$ cat src/rtl/write_data_if.sv
// Symbol-receive / memory-write bus for write_data.
// The master drives the symbol stream; the slave (write_data) drives the memory-write side.
interface write_data_if;
  logic        load_w;
  logic        rx_en;
  logic [1:0]  in;
  logic [2:0]  cnt_8;
  logic [15:0] data_w;
  logic        we_h;
  logic [1:0]  add_h;
  logic        we_s;
  logic [3:0]  add_s;
  logic        add_colS;
  logic        busy;
  logic        done_w;
  logic        err;

  modport master (
    output load_w, rx_en, in,
    input  cnt_8, data_w, we_h, add_h, we_s, add_s, add_colS, busy, done_w, err
  );

  modport slave (
    input  load_w, rx_en, in,
    output cnt_8, data_w, we_h, add_h, we_s, add_s, add_colS, busy, done_w, err
  );
endinterface

$ cat src/rtl/write_data.sv
// Packs 2-bit received symbols into 16-bit words and writes one frame into H then S memory.
// Optional macro WRITE_DATA_PARITY_EN: each word is followed by an XOR check symbol.
module write_data #(
  parameter int H_DEPTH = 4,
  parameter int S_DEPTH = 16,
  parameter int N_COL   = 2
) (
  input logic         clk,
  input logic         rst,
  write_data_if.slave bus
);

  typedef enum logic [1:0] {IDLE = 2'd0, WR_H = 2'd1, WR_S = 2'd2, DONE = 2'd3} state_t;

  localparam logic [1:0] H_LAST = 2'(H_DEPTH - 1);
  localparam logic [3:0] S_LAST = 4'(S_DEPTH - 1);
  localparam logic       C_LAST = 1'(N_COL - 1);

`ifdef WRITE_DATA_PARITY_EN
  function automatic logic [1:0] sym_xor(input logic [15:0] w);
    logic [1:0] x;
    x = 2'b00;
    for (int i = 0; i < 8; i++) begin
      x = x ^ w[2*i +: 2];
    end
    return x;
  endfunction
`endif

  state_t      state_q, state_d;
  logic [15:0] sr_q, sr_d;
  logic [2:0]  cnt_q, cnt_d;
  logic [15:0] data_q, data_d;
  logic        we_h_q, we_h_d;
  logic        we_s_q, we_s_d;
  logic [1:0]  add_h_q, add_h_d;
  logic [3:0]  add_s_q, add_s_d;
  logic        col_q, col_d;
  logic        busy_q, busy_d;
  logic        done_q, done_d;
  logic        err_q, err_d;
  logic        chk_q, chk_d;

  // Next-state, packing, strobe and address logic
  always_comb begin
    state_d = state_q;
    sr_d    = sr_q;
    cnt_d   = cnt_q;
    data_d  = data_q;
    we_h_d  = 1'b0;
    we_s_d  = 1'b0;
    add_h_d = add_h_q;
    add_s_d = add_s_q;
    col_d   = col_q;
    err_d   = err_q;
    chk_d   = chk_q;

    case (state_q)
      IDLE: begin
        if (bus.load_w) begin
          state_d = WR_H;
          cnt_d   = 3'd0;
          add_h_d = 2'd0;
          add_s_d = 4'd0;
          col_d   = 1'b0;
          err_d   = 1'b0;
          chk_d   = 1'b0;
        end else begin
          state_d = IDLE;
        end
      end
      WR_H, WR_S: begin
        // Addresses move on the edge that ends a strobe, so they are stable while it is high
        if (we_h_q) begin
          if (add_h_q == H_LAST) begin
            state_d = WR_S;
            add_s_d = 4'd0;
            col_d   = 1'b0;
          end else begin
            add_h_d = add_h_q + 2'd1;
          end
        end else if (we_s_q) begin
          if (add_s_q == S_LAST) begin
            add_s_d = 4'd0;
            if (col_q == C_LAST) begin
              state_d = DONE;
            end else begin
              col_d = col_q + 1'b1;
            end
          end else begin
            add_s_d = add_s_q + 4'd1;
          end
        end else begin
          state_d = state_q;
        end

        if (bus.rx_en) begin
`ifdef WRITE_DATA_PARITY_EN
          if (chk_q) begin
            chk_d = 1'b0;
            if (bus.in == sym_xor(sr_q)) begin
              data_d = sr_q;
              we_h_d = (state_q == WR_H);
              we_s_d = (state_q == WR_S);
            end else begin
              err_d = 1'b1;
            end
          end else begin
            sr_d  = {sr_q[13:0], bus.in};
            cnt_d = cnt_q + 3'd1;
            chk_d = (cnt_q == 3'd7);
          end
`else
          sr_d  = {sr_q[13:0], bus.in};
          cnt_d = cnt_q + 3'd1;
          if (cnt_q == 3'd7) begin
            data_d = sr_d;
            we_h_d = (state_q == WR_H);
            we_s_d = (state_q == WR_S);
          end else begin
            data_d = data_q;
          end
`endif
        end else begin
          sr_d = sr_q;
        end
      end
      DONE: begin
        state_d = IDLE;
      end
      default: begin
        state_d = IDLE;
      end
    endcase

    done_d = (state_d == DONE) && (state_q != DONE);
    busy_d = (state_d != IDLE);
  end

  // State and output registers
  always_ff @(posedge clk) begin
    if (rst) begin
      state_q <= IDLE;
      sr_q    <= 16'd0;
      cnt_q   <= 3'd0;
      data_q  <= 16'd0;
      we_h_q  <= 1'b0;
      we_s_q  <= 1'b0;
      add_h_q <= 2'd0;
      add_s_q <= 4'd0;
      col_q   <= 1'b0;
      busy_q  <= 1'b0;
      done_q  <= 1'b0;
      err_q   <= 1'b0;
      chk_q   <= 1'b0;
    end else begin
      state_q <= state_d;
      sr_q    <= sr_d;
      cnt_q   <= cnt_d;
      data_q  <= data_d;
      we_h_q  <= we_h_d;
      we_s_q  <= we_s_d;
      add_h_q <= add_h_d;
      add_s_q <= add_s_d;
      col_q   <= col_d;
      busy_q  <= busy_d;
      done_q  <= done_d;
      err_q   <= err_d;
      chk_q   <= chk_d;
    end
  end

  assign bus.cnt_8    = cnt_q;
  assign bus.data_w   = data_q;
  assign bus.we_h     = we_h_q;
  assign bus.add_h    = add_h_q;
  assign bus.we_s     = we_s_q;
  assign bus.add_s    = add_s_q;
  assign bus.add_colS = col_q;
  assign bus.busy     = busy_q;
  assign bus.done_w   = done_q;
  assign bus.err      = err_q;

endmodule

$ cat src/flat_wrapper.sv
// flat-port wrapper written by rule: the top's interface ports become plain ports
module write_data_flat 
#(
  parameter int H_DEPTH = 4,
  parameter int S_DEPTH = 16,
  parameter int N_COL   = 2
)
  (clk, rst, bus_load_w, bus_rx_en, bus_in, bus_cnt_8, bus_data_w, bus_we_h, bus_add_h, bus_we_s, bus_add_s, bus_add_colS, bus_busy, bus_done_w, bus_err);
  write_data_if bus_i ();
  input logic clk;
  input logic rst;
  input wire logic [$bits(bus_i.load_w)-1:0] bus_load_w;
  input wire logic [$bits(bus_i.rx_en)-1:0] bus_rx_en;
  input wire logic [$bits(bus_i.in)-1:0] bus_in;
  output wire logic [$bits(bus_i.cnt_8)-1:0] bus_cnt_8;
  output wire logic [$bits(bus_i.data_w)-1:0] bus_data_w;
  output wire logic [$bits(bus_i.we_h)-1:0] bus_we_h;
  output wire logic [$bits(bus_i.add_h)-1:0] bus_add_h;
  output wire logic [$bits(bus_i.we_s)-1:0] bus_we_s;
  output wire logic [$bits(bus_i.add_s)-1:0] bus_add_s;
  output wire logic [$bits(bus_i.add_colS)-1:0] bus_add_colS;
  output wire logic [$bits(bus_i.busy)-1:0] bus_busy;
  output wire logic [$bits(bus_i.done_w)-1:0] bus_done_w;
  output wire logic [$bits(bus_i.err)-1:0] bus_err;
  assign bus_i.load_w = bus_load_w;
  assign bus_i.rx_en = bus_rx_en;
  assign bus_i.in = bus_in;
  assign bus_cnt_8 = bus_i.cnt_8;
  assign bus_data_w = bus_i.data_w;
  assign bus_we_h = bus_i.we_h;
  assign bus_add_h = bus_i.add_h;
  assign bus_we_s = bus_i.we_s;
  assign bus_add_s = bus_i.add_s;
  assign bus_add_colS = bus_i.add_colS;
  assign bus_busy = bus_i.busy;
  assign bus_done_w = bus_i.done_w;
  assign bus_err = bus_i.err;
  write_data #(.H_DEPTH(H_DEPTH), .S_DEPTH(S_DEPTH), .N_COL(N_COL)) u_core (.clk(clk), .rst(rst), .bus(bus_i));
endmodule
$ cat config.mk
export PLATFORM = sky130hd
export DESIGN_NAME = write_data_flat
export DESIGN_NICKNAME = d
export VERILOG_FILES = /design/src/rtl/write_data_if.sv /design/src/rtl/write_data.sv /design/src/flat_wrapper.sv
export SDC_FILE = /design/constraint.sdc
export NUM_CORES = 1
export LEC_CHECK = 0
export ABC_CLOCK_PERIOD_IN_PS = 4200
export BUFFER_PORTS_ARGS = -buffer_cell sky130_fd_sc_hd__buf_2
export CORE_MARGIN = 2
export CORE_UTILIZATION = 50
export CTS_BUF_LIST = sky130_fd_sc_hd__clkbuf_4 sky130_fd_sc_hd__clkbuf_8
export CTS_CLUSTER_SIZE = 25
export DETAILED_ROUTE_END_ITERATION = 16
export PLACE_DENSITY = 0.82
export SETUP_SLACK_MARGIN = 0.05
export SYNTH_ARGS = -nofsm -noshare
export SYNTH_HDL_FRONTEND = slang
export SYNTH_SLANG_ARGS = --single-unit
$ cat constraint.sdc
create_clock -name clk -period 4.2 [get_ports clk]
set_input_delay 0.42 -clock clk [delete_from_list [all_inputs] [get_ports clk]]
set_output_delay 0.42 -clock clk [all_outputs]
set_load 0.02 [all_outputs]
==> reports/qor.txt <==
Antenna diodes: 0
Crit path time final: 2.10 ns
Fmax: 477 MHz
GRT overflow: 0
DR pass1 iterations: 4
Crit-path cells: inv_1 > ha_1 > nand2_1 > a21oi_2 > mux2i_1 > nor2_1
Hold slack: 0.359 ns
Worst VDD drop: 0.000197 V
Final Hold Viols: 0
Status: finished clean
Yosys top cell by area: dfxtp_1
Initial antenna violation count: 0
DRC Markers: 0
ANT nets after route: 0
Layout cell share with drive strength beyond 1: 0.212
Largest stage delay, worst path: 0.48 ns
Worst Path Arrival: 2.26 ns
Commonest non-fill, non-tap cell in the layout: nand2_1
Worst-Margin Slew: 0.841 ns
Synth top area cells: dfxtp_1 47%, nand2_1 12%, a21oi_1 8.2%
Dpl hpwl: 2.56 mm
Highest-count cells in the layout ignoring fill and taps: 62 x nand2_1, 46 x dfxtp_1, 35 x buf_2
Vias: 1,563
Worst-path maximum fanout: 15
Post-CTS Resized: 0
PwrDens: 370 mW/mm^2
Clock sink count: 46
Area of the core: 0.00372 mm^2
I/O Buffers: 35
CP Launch Point: u_core.state_q[0]
Vias in the first global route: 1,479
Period utilization: 0.499
Buf+Inv Stages, Crit Path: 1
Setup TNS Final: 0 ns
Seq/Total Area, Yosys: 0.473
Routed WL per cell: 12.4 um
Die footprint: 0.00441 mm^2
Clk_skew: 0.00647 ns
Largest net degree at the start of global routing: 48
P_leak: 0.918 nW
Synthesized flop and latch total: 46
Synth unique cells: 44
GRT Util Overall: 0.191
Std-Cell Rows: 22
Critical path's top delay family: adder cells
Gate Count Post-Synth: 225
Required time worst endpoint: 4.37 ns
Mapped Avg Cell Area: 8.66 um^2
Post-layout nets: 270
Design Power: 0.825 mW
MaxCap Viol Count: 0
DIE HEIGHT: 66.4 um
H-Tree Depth: 2
Vias/cell: 5.16
Initial Util: 0.524
Clk buf depth: 2
Synthesized cell area: 0.00195 mm^2
Clock transition at path regs: 0.09 ns
Clock root buffer: clkbuf_8
R2r startpoint: u_core.state_q[0]
Hold Path Class: in2reg
Unrepaired setup endpoints after global routing: no
Area grow syn2layout: 14.3%
TritonCTS Buffers: 5
Share of the synthesized area in the top cell type: 0.473
Fin. max-slew vios: 0
Worst path slowest cell: ha_1
CTS tree: built
First-pass GRT wire length: 6.48 mm
Relative slew slack: 0.439
Chip width: 66.4 um
Boundary Pins: 37
Setup bufs post-CTS: 0
Critical path type: reg2reg
Final setup vio count: 0
First DRT Iteration DRCs: 74
Syn Nets: 241
Critical path launch point type: register
Final WL: 3.74 mm
Hold buffers post-CTS: 0
Hold path start: bus_in[1]
Clk_lat worst skew: 0.31 ns
Synthesis Warnings: 0
Placer Congestion: 0.736
Crit path capture type: register
-- cell usage after synthesis, drive strengths merged --
cell / count
o21a: 1
a21bo: 1
a32o: 1
nand2b: 2
or3: 2
nor4b: 1
nor2b: 4
a22oi: 1
mux2: 1
nor3: 1
a311oi: 1
and4: 1
a41oi: 1
nand2: 63
a31oi: 2
mux2i: 4
o211ai: 1
conb: 1
buf: 8
a21o: 2
o211a: 1
dfxtp: 46
ha: 10
nor4: 1
o21ai: 4
a211oi: 3
inv: 4
and3: 3
nand3: 2
and2: 3
a21oi: 33
nor2: 8
nor3b: 3
clkbuf: 5
-- stage by stage --
stage                     utilization  cells  cell area (um^2)  worst slack, ns
after floorplan                     -    225              1950             2.50
after global placement          0.569    295              2110             2.19
after detailed placement        0.569    295              2110             2.14
after CTS                       0.599    303              2230             2.11
after global routing            0.599    303              2230             1.90
final                           0.599    303              2230             2.10
-- worst paths after layout --
check                                       endpoint  slack (ns)  depth (start not counted)
worst max-delay path             u_core.bus.cnt_8[1]        2.10                          6
worst max register to register   u_core.bus.cnt_8[1]        2.10                          6
worst min register to register  u_core.bus.data_w[0]        0.45                          2
worst min-delay path            u_core.bus.data_w[1]        0.36                          3
-- cells by family after synthesis --
kind of cell / Yosys count / share of synthesized area
flops: 46 / 0.473
buf+inv: 17 / 0.0430
compound gates: 52 / 0.168
other cells: 1 / 0.00192
fa+ha+maj: 10 / 0.0642
simple gates: 94 / 0.224
mux: 5 / 0.0263
-- worst min-delay path, stage by stage --
cell and delay (ns):
buf_2 0.11, nand2_1 0.05, a21oi_1 0.05
-- sequential cells by signal, indices dropped and copies added (netlist names) --
register	count
u_core.bus.add_h	2
u_core.bus.we_s	1
u_core.bus.done_w	1
u_core.state_q	2
u_core.bus.we_h	1
u_core.bus.cnt_8	3
u_core.bus.data_w	16
u_core.sr_q	14
u_core.bus.add_s	4
u_core.bus.busy	1
u_core.bus.add_colS	1
-- cell type report --
cell class,count,area (um^2)
Tap cell,48,60.1
Multi-Input combinational cell,162,943
Clock inverter,3,43.8
Clock buffer,5,68.8
Fill cell,342,1490
Timing Repair Buffer,35,175
Inverter,4,15.0
Sequential cell,46,921
-- metal layers --
layer,track usage,vias up,routed length [um]
met4,0.0765,0,52
met1,0.241,705,1830
met5,0,-,0
met2,0.308,39,1670
met3,0.0545,4,193
li1,-,815,-
-- power by group --
part	switching, mW	internal (mW)
combinational	0.0322	0.0170
clock	0.157	0.178
sequential	0.00209	0.438
total	0.191	0.634
Note: power is estimated with default switching activity, not from simulation.
